File: config.mk
export PLATFORM = sky130hd
export DESIGN_NAME = moore_seq_driver
export DESIGN_NICKNAME = d
export VERILOG_FILES = /design/src/rtl/moore_seq_driver.sv
export SDC_FILE = /design/constraint.sdc
export NUM_CORES = 1
export LEC_CHECK = 0
export ABC_AREA = 1
export ABC_CLOCK_PERIOD_IN_PS = 2100
export CORE_MARGIN = 2
export CORE_UTILIZATION = 50
export CTS_CLUSTER_DIAMETER = 150
export DETAILED_ROUTE_END_ITERATION = 7
export MAX_ROUTING_LAYER = met4
export PLACE_DENSITY = 0.72
export SKIP_LAST_GASP = 1
export SYNTH_ARGS = -nofsm -noshare
export SYNTH_HDL_FRONTEND = slang
export SYNTH_SLANG_ARGS = --single-unit
File: constraint.sdc
create_clock -name clk -period 2.1 [get_ports clk]
set_clock_uncertainty 0.1 [all_clocks]
set_input_delay 0.315 -clock clk [delete_from_list [all_inputs] [get_ports clk]]
set_output_delay 0.315 -clock clk [all_outputs]
set_load 0.02 [all_outputs]
File: src/rtl/moore_seq_driver.sv
// moore_seq_driver
//   Stimulus driver and checker for the six-state Moore FSM (2-bit in, 2-bit out).
//   A sequence of input symbols is buffered in a small FIFO while idle. On start
//   the driven FSM is reset for one cycle, then the symbols are played one per
//   cycle into it. A shadow copy of the FSM predicts its output and every step is
//   compared. The first mismatch is captured and all mismatches are counted.
//
// Ports
//   clk, reset        : clock, synchronous active-high reset
//   wr_valid, wr_data : symbol push (accepted when wr_ready)
//   wr_ready          : idle and FIFO not full (combinational)
//   start             : begin a run (sampled only while idle)
//   busy, done        : run in progress / one-cycle end-of-run pulse
//   fsm_reset, fsm_in : registered drive into the FSM under test
//   fsm_out           : output of the FSM under test
//   err, err_step, err_exp, err_got : first-mismatch record (sticky per run)
//   err_count         : mismatches in the last run, saturating
module moore_seq_driver #(
  parameter int DEPTH = 8,
  parameter int SW    = $clog2(DEPTH + 1)
) (
  input  logic          clk,
  input  logic          reset,
  input  logic          wr_valid,
  input  logic [1:0]    wr_data,
  output logic          wr_ready,
  input  logic          start,
  output logic          busy,
  output logic          done,
  output logic          fsm_reset,
  output logic [1:0]    fsm_in,
  input  logic [1:0]    fsm_out,
  output logic          err,
  output logic [SW-1:0] err_step,
  output logic [1:0]    err_exp,
  output logic [1:0]    err_got,
  output logic [SW-1:0] err_count
);

  localparam int AW = $clog2(DEPTH);

  typedef enum logic [1:0] {IDLE, RST, RUN, DRAIN} ctrl_t;
  typedef enum logic [2:0] {S1, S2, S3, S4, S5, S6} shadow_t;

  function automatic shadow_t f_next(input shadow_t s, input logic [1:0] in);
    shadow_t n;
    n = S1;
    case (s)
      S1: case (in)
            2'd0: n = S1;
            2'd1: n = S3;
            2'd2: n = S5;
            default: n = S2;
          endcase
      S2: case (in)
            2'd1: n = S3;
            2'd2: n = S4;
            default: n = S2;
          endcase
      S3: n = in[1] ? S4 : S3;
      S4: n = S5;
      S5: case (in)
            2'd0: n = S4;
            2'd3: n = S6;
            default: n = S5;
          endcase
      default: n = S1;
    endcase
    return n;
  endfunction

  function automatic logic [1:0] f_out(input shadow_t s);
    logic [1:0] o;
    o = 2'b01;
    case (s)
      S2, S5: o = 2'b10;
      S6:     o = 2'b11;
      default: o = 2'b01;
    endcase
    return o;
  endfunction

  logic [1:0]    r_mem [DEPTH];
  logic [AW:0]   r_wptr, r_rptr;
  ctrl_t         r_state;
  shadow_t       r_shadow;
  logic [SW-1:0] r_step;
  logic          r_busy, r_done, r_fsm_reset, r_err;
  logic [1:0]    r_fsm_in, r_err_exp, r_err_got;
  logic [SW-1:0] r_err_step, r_err_count;

  logic          w_empty, w_full, w_push, w_pop, w_check, w_mis;
  logic [1:0]    w_exp, w_head;

  always_comb begin
    w_empty  = (r_wptr == r_rptr);
    w_full   = (r_wptr[AW] != r_rptr[AW]) && (r_wptr[AW-1:0] == r_rptr[AW-1:0]);
    wr_ready = (r_state == IDLE) && !w_full;
    w_push   = wr_valid && wr_ready;
    w_pop    = ((r_state == RST) || (r_state == RUN)) && !w_empty;
    w_head   = r_mem[r_rptr[AW-1:0]];
    // The FSM output seen in RUN/DRAIN cycles reflects the state reached by the
    // previous symbol (or reset), which is exactly what r_shadow holds.
    w_check  = (r_state == RUN) || (r_state == DRAIN);
    w_exp    = f_out(r_shadow);
    w_mis    = w_check && (fsm_out != w_exp);
  end

  always_ff @(posedge clk) begin
    if (w_push) r_mem[r_wptr[AW-1:0]] <= wr_data;
  end

  always_ff @(posedge clk) begin
    if (reset) begin
      r_wptr      <= '0;
      r_rptr      <= '0;
      r_state     <= IDLE;
      r_shadow    <= S1;
      r_step      <= '0;
      r_busy      <= 1'b0;
      r_done      <= 1'b0;
      r_fsm_reset <= 1'b0;
      r_fsm_in    <= '0;
      r_err       <= 1'b0;
      r_err_step  <= '0;
      r_err_exp   <= '0;
      r_err_got   <= '0;
      r_err_count <= '0;
    end else begin
      r_done      <= 1'b0;
      r_fsm_reset <= 1'b0;
      if (w_push) r_wptr <= r_wptr + 1'b1;
      if (w_pop)  r_rptr <= r_rptr + 1'b1;

      if (w_check) begin
        r_step   <= r_step + 1'b1;
        r_shadow <= f_next(r_shadow, r_fsm_in);
        if (w_mis) begin
          if (!r_err) begin
            r_err      <= 1'b1;
            r_err_step <= r_step;
            r_err_exp  <= w_exp;
            r_err_got  <= fsm_out;
          end
          if (r_err_count != '1) r_err_count <= r_err_count + 1'b1;
        end
      end

      case (r_state)
        IDLE: begin
          if (start) begin
            r_state     <= RST;
            r_busy      <= 1'b1;
            r_fsm_reset <= 1'b1;
            r_err       <= 1'b0;
            r_err_step  <= '0;
            r_err_exp   <= '0;
            r_err_got   <= '0;
            r_err_count <= '0;
          end
        end
        RST, RUN: begin
          if (r_state == RST) begin
            r_shadow <= S1;
            r_step   <= '0;
          end
          if (!w_empty) begin
            r_fsm_in <= w_head;
            r_state  <= RUN;
          end else begin
            r_fsm_in <= '0;
            r_state  <= DRAIN;
          end
        end
        default: begin
          r_state  <= IDLE;
          r_busy   <= 1'b0;
          r_done   <= 1'b1;
          r_fsm_in <= '0;
        end
      endcase
    end
  end

  always_comb begin
    busy      = r_busy;
    done      = r_done;
    fsm_reset = r_fsm_reset;
    fsm_in    = r_fsm_in;
    err       = r_err;
    err_step  = r_err_step;
    err_exp   = r_err_exp;
    err_got   = r_err_got;
    err_count = r_err_count;
  end

endmodule
==> flow_summary.yaml <==
global_routing:
  antenna_found_initial: 0
  grt_max_degree: 20
  grt_pass1_wl_mm: 9.073
  track_usage_pct: 19.75
  overflow: 0
  grt_pass1_vias: 2078
placed_design:
  dp_hpwl_mm: 3.779
  gp_congestion: 0.8452
  port_buffers: 26
  place_ws_ps: 185.0
worst_setup_path:
  cp.required_ps: 1680
  start_kind: "flop"
  crit_fanout: 6
  critical_path_class: "flop to output pin"
  cpMaxStageDelayCell: "dfxtp_1"
  crit_path_start: "r_wptr[1]"
  worst_ep_arrival_time_ps: 1580
  endpoint_kind: "output pin"
  slowest_delay_ps: 470
  path_cells: "xnor2_2, nand4_2, nand2_1, inv_1, dlygate4sd2_1"
  reg2reg_from: "r_state[0]"
routing:
  drc: 0
  vias: 2187
  wl_per_cell_um: 11.43
  drt-vias-per-instance: 4.915
  dr.pass1.iters: 4
  drtIter0Drc: 124
  routed_wl_mm: 5.088
  ant_nets: 0
yosys:
  yosys_warnings: 0
  synth_cell_types: 27
  yosysSeqAreaShare_pct: 47.08
  post-synth-top-count-cell: "nand2_1"
  synth-main-ff-cell: "dfxtp_1"
  synth.cell_area_um2: 2636
  ys_seq_elements: 54
  synth_top_area_share_pct: 28.86
  syn_area_per_cell_um2: 7.708
  synth.net_count: 364
  synth-edff-count: 16
  synth.area.top_cells: "dfxtp_1 (29%), edfxtp_1 (18%), nand2_1 (11%)"
  async_flop_share_pct: 0
  netlist_top_cells_count: "nand2_1 (74), nor2_1 (63), dfxtp_1 (38), inv_1 (38), nand3_1 (21)"
  synthCells: 342
  synth_top_cell_by_area: "dfxtp_1"
finish:
  diodes: 0
  layout.area.seq_um2: 1241
  multi_input_area_um2: 1232
  area_growth_pct: 17.56
  finish.utilization_pct: 60.68
  fill_cells: 463
  finalNetCount: 396
  drive_above_1_share_pct: 6.400
outcome:
  status: "finished clean"
clock_tree:
  cts_tree: "yes"
  cts_buffers: 5
  clkSinkCount: 54
  htreeDepth: 2
  clock_latency_ps: 310
  post_cts_buffers: 0
  clkTransAtPathRegs_ps: 90
  root_buffer: "clkbuf_8"
  cts_buffer_depth: 2
floorplanning:
  rows: 26
  core_um2: 5107
  die_area_um2: 5869
  dieHeight_um: 76.61
  initial_utilization_pct: 51.62
  fp.dieW_um: 76.61
  io_pins: 27
job:
  maxCapViolations: 0
hold_path:
  hold_path.startpoint: "busy"
  hold_path_class: "flop to flop"
sta:
  finalSetupTns_ps: 0
  slew_headroom_pct: 78.75
  period_needed_ps: 1991
  slew_viol_final: 0
  setup_viol: 0
  max_freq_mhz: 502.3
  fin_crit_sh_pct: 94.80
  rsz0062_at_grt: "false"
  hold_viol_final: 0
  setup_ws_ps: 109.3
  worst_pin_slew_ps: 316.3
power:
  ir_drop_mv: 0.6107
  powerDensity_nw_per_um2: 1073
  total_power_mw: 3.327
  leakage_nw: 1.274
## metal layers
| layer | wire length [um] | GRT usage, % | vias to the layer above |
|---|---|---|---|
| li1 | - | - | 1168 |
| met1 | 2466 | 24.51 | 974 |
| met5 | 0 | - | - |
| met3 | 218 | 3.555 | 8 |
| met2 | 2319 | 32.57 | 37 |
| met4 | 83 | 6.909 | 0 |
## per-stage QoR
step	instances	hold slack, ps	area [um^2]
after global routing	445	409.3	3099
final	445	370.6	3099
after global placement	437	355.6	2990
after detailed placement	437	360.7	2990
after floorplan	342	313.9	2636
after CTS	445	377.3	3099
## repair_timing
action                                  4_1_cts  5_1_grt
hold buffers                                  0        0
endpoints found under the setup margin        1        0
gates resized for setup                       3        0
## area by class of cell
| class | count | share of cell area [%] |
|---|---|---|
| Timing Repair Buffer | 31 | 9.568 |
| Tap cell | 70 | 2.826 |
| Clock buffer | 6 | 2.665 |
| Clock inverter | 2 | 0.4037 |
| Multi-Input combinational cell | 243 | 39.77 |
| Inverter | 39 | 4.723 |
| Sequential cell | 54 | 40.05 |
## final timing paths
path / to / depth (start not counted) / slack [ps]
max: wr_ready / 5 / 110
min: busy / 2 / 370
max reg2reg: err_exp[1] / 8 / 290
min reg2reg: busy / 2 / 370
## registers in the layout, summed over array words and instances, names as in the netlist, named ones only
register	cells
r_shadow	3
r_step	4
err_got	2
err_exp	2
err_step	4
fsm_reset	1
r_rptr	4
busy	1
fsm_in	2
r_state	2
err	1
err_count	4
r_wptr	4
done	1
r_mem	16
## worst max-delay path, delay by kind of cell (launching register included)
| kind | cells | cell delay, ps |
|---|---|---|
| DFF | 1 | 470 |
| buffers and inverters | 2 | 360 |
| xor gates and xnor gates | 1 | 170 |
| and+or+nand+nor | 2 | 270 |
## where the power goes
| part | total [mW] | internal, mW | switching [mW] |
|---|---|---|---|
| clock | 0.597 | 0.266 | 0.332 |
| sequential | 1.40 | 1.23 | 0.161 |
| combinational | 1.33 | 0.500 | 0.834 |
| total | 3.33 | 2.00 | 1.33 |
## layout by cell type (no fill, tap or decap), types with 2 or more instances in the layout
cell type / Yosys / routed
a21oi_1: 19 / 19
nand2_1: 74 / 74
nor3_1: 7 / 7
nor2_1: 63 / 63
xor2_1: 5 / 5
nand2_2: 4 / 4
ha_1: 14 / 14
clkdlybuf4s50_1: 0 / 25
inv_1: 38 / 38
nand3_1: 21 / 21
clkbuf_8: 0 / 6
o21ai_1: 2 / 2
nand4_1: 7 / 7
edfxtp_1: 16 / 16
xnor2_2: 0 / 2
buf_4: 0 / 5
o21ai_0: 17 / 17
dfxtp_1: 38 / 38
nand3_2: 2 / 2
## kinds of logic (layout without fill, tap and decap cells)
kind of cell / Yosys count / in the layout / share of synthesized area, %
XOR/XNOR: 7 / 7 / 2.326
AND/OR/NAND/NOR: 182 / 182 / 29.38
buffers and inverters: 45 / 78 / 6.739
flip-flops: 54 / 54 / 47.08
adder cells (fa/ha/maj): 14 / 14 / 6.645
AO/OA/AOI/OAI: 40 / 40 / 7.831
Note: power is estimated with default switching activity, not from simulation.
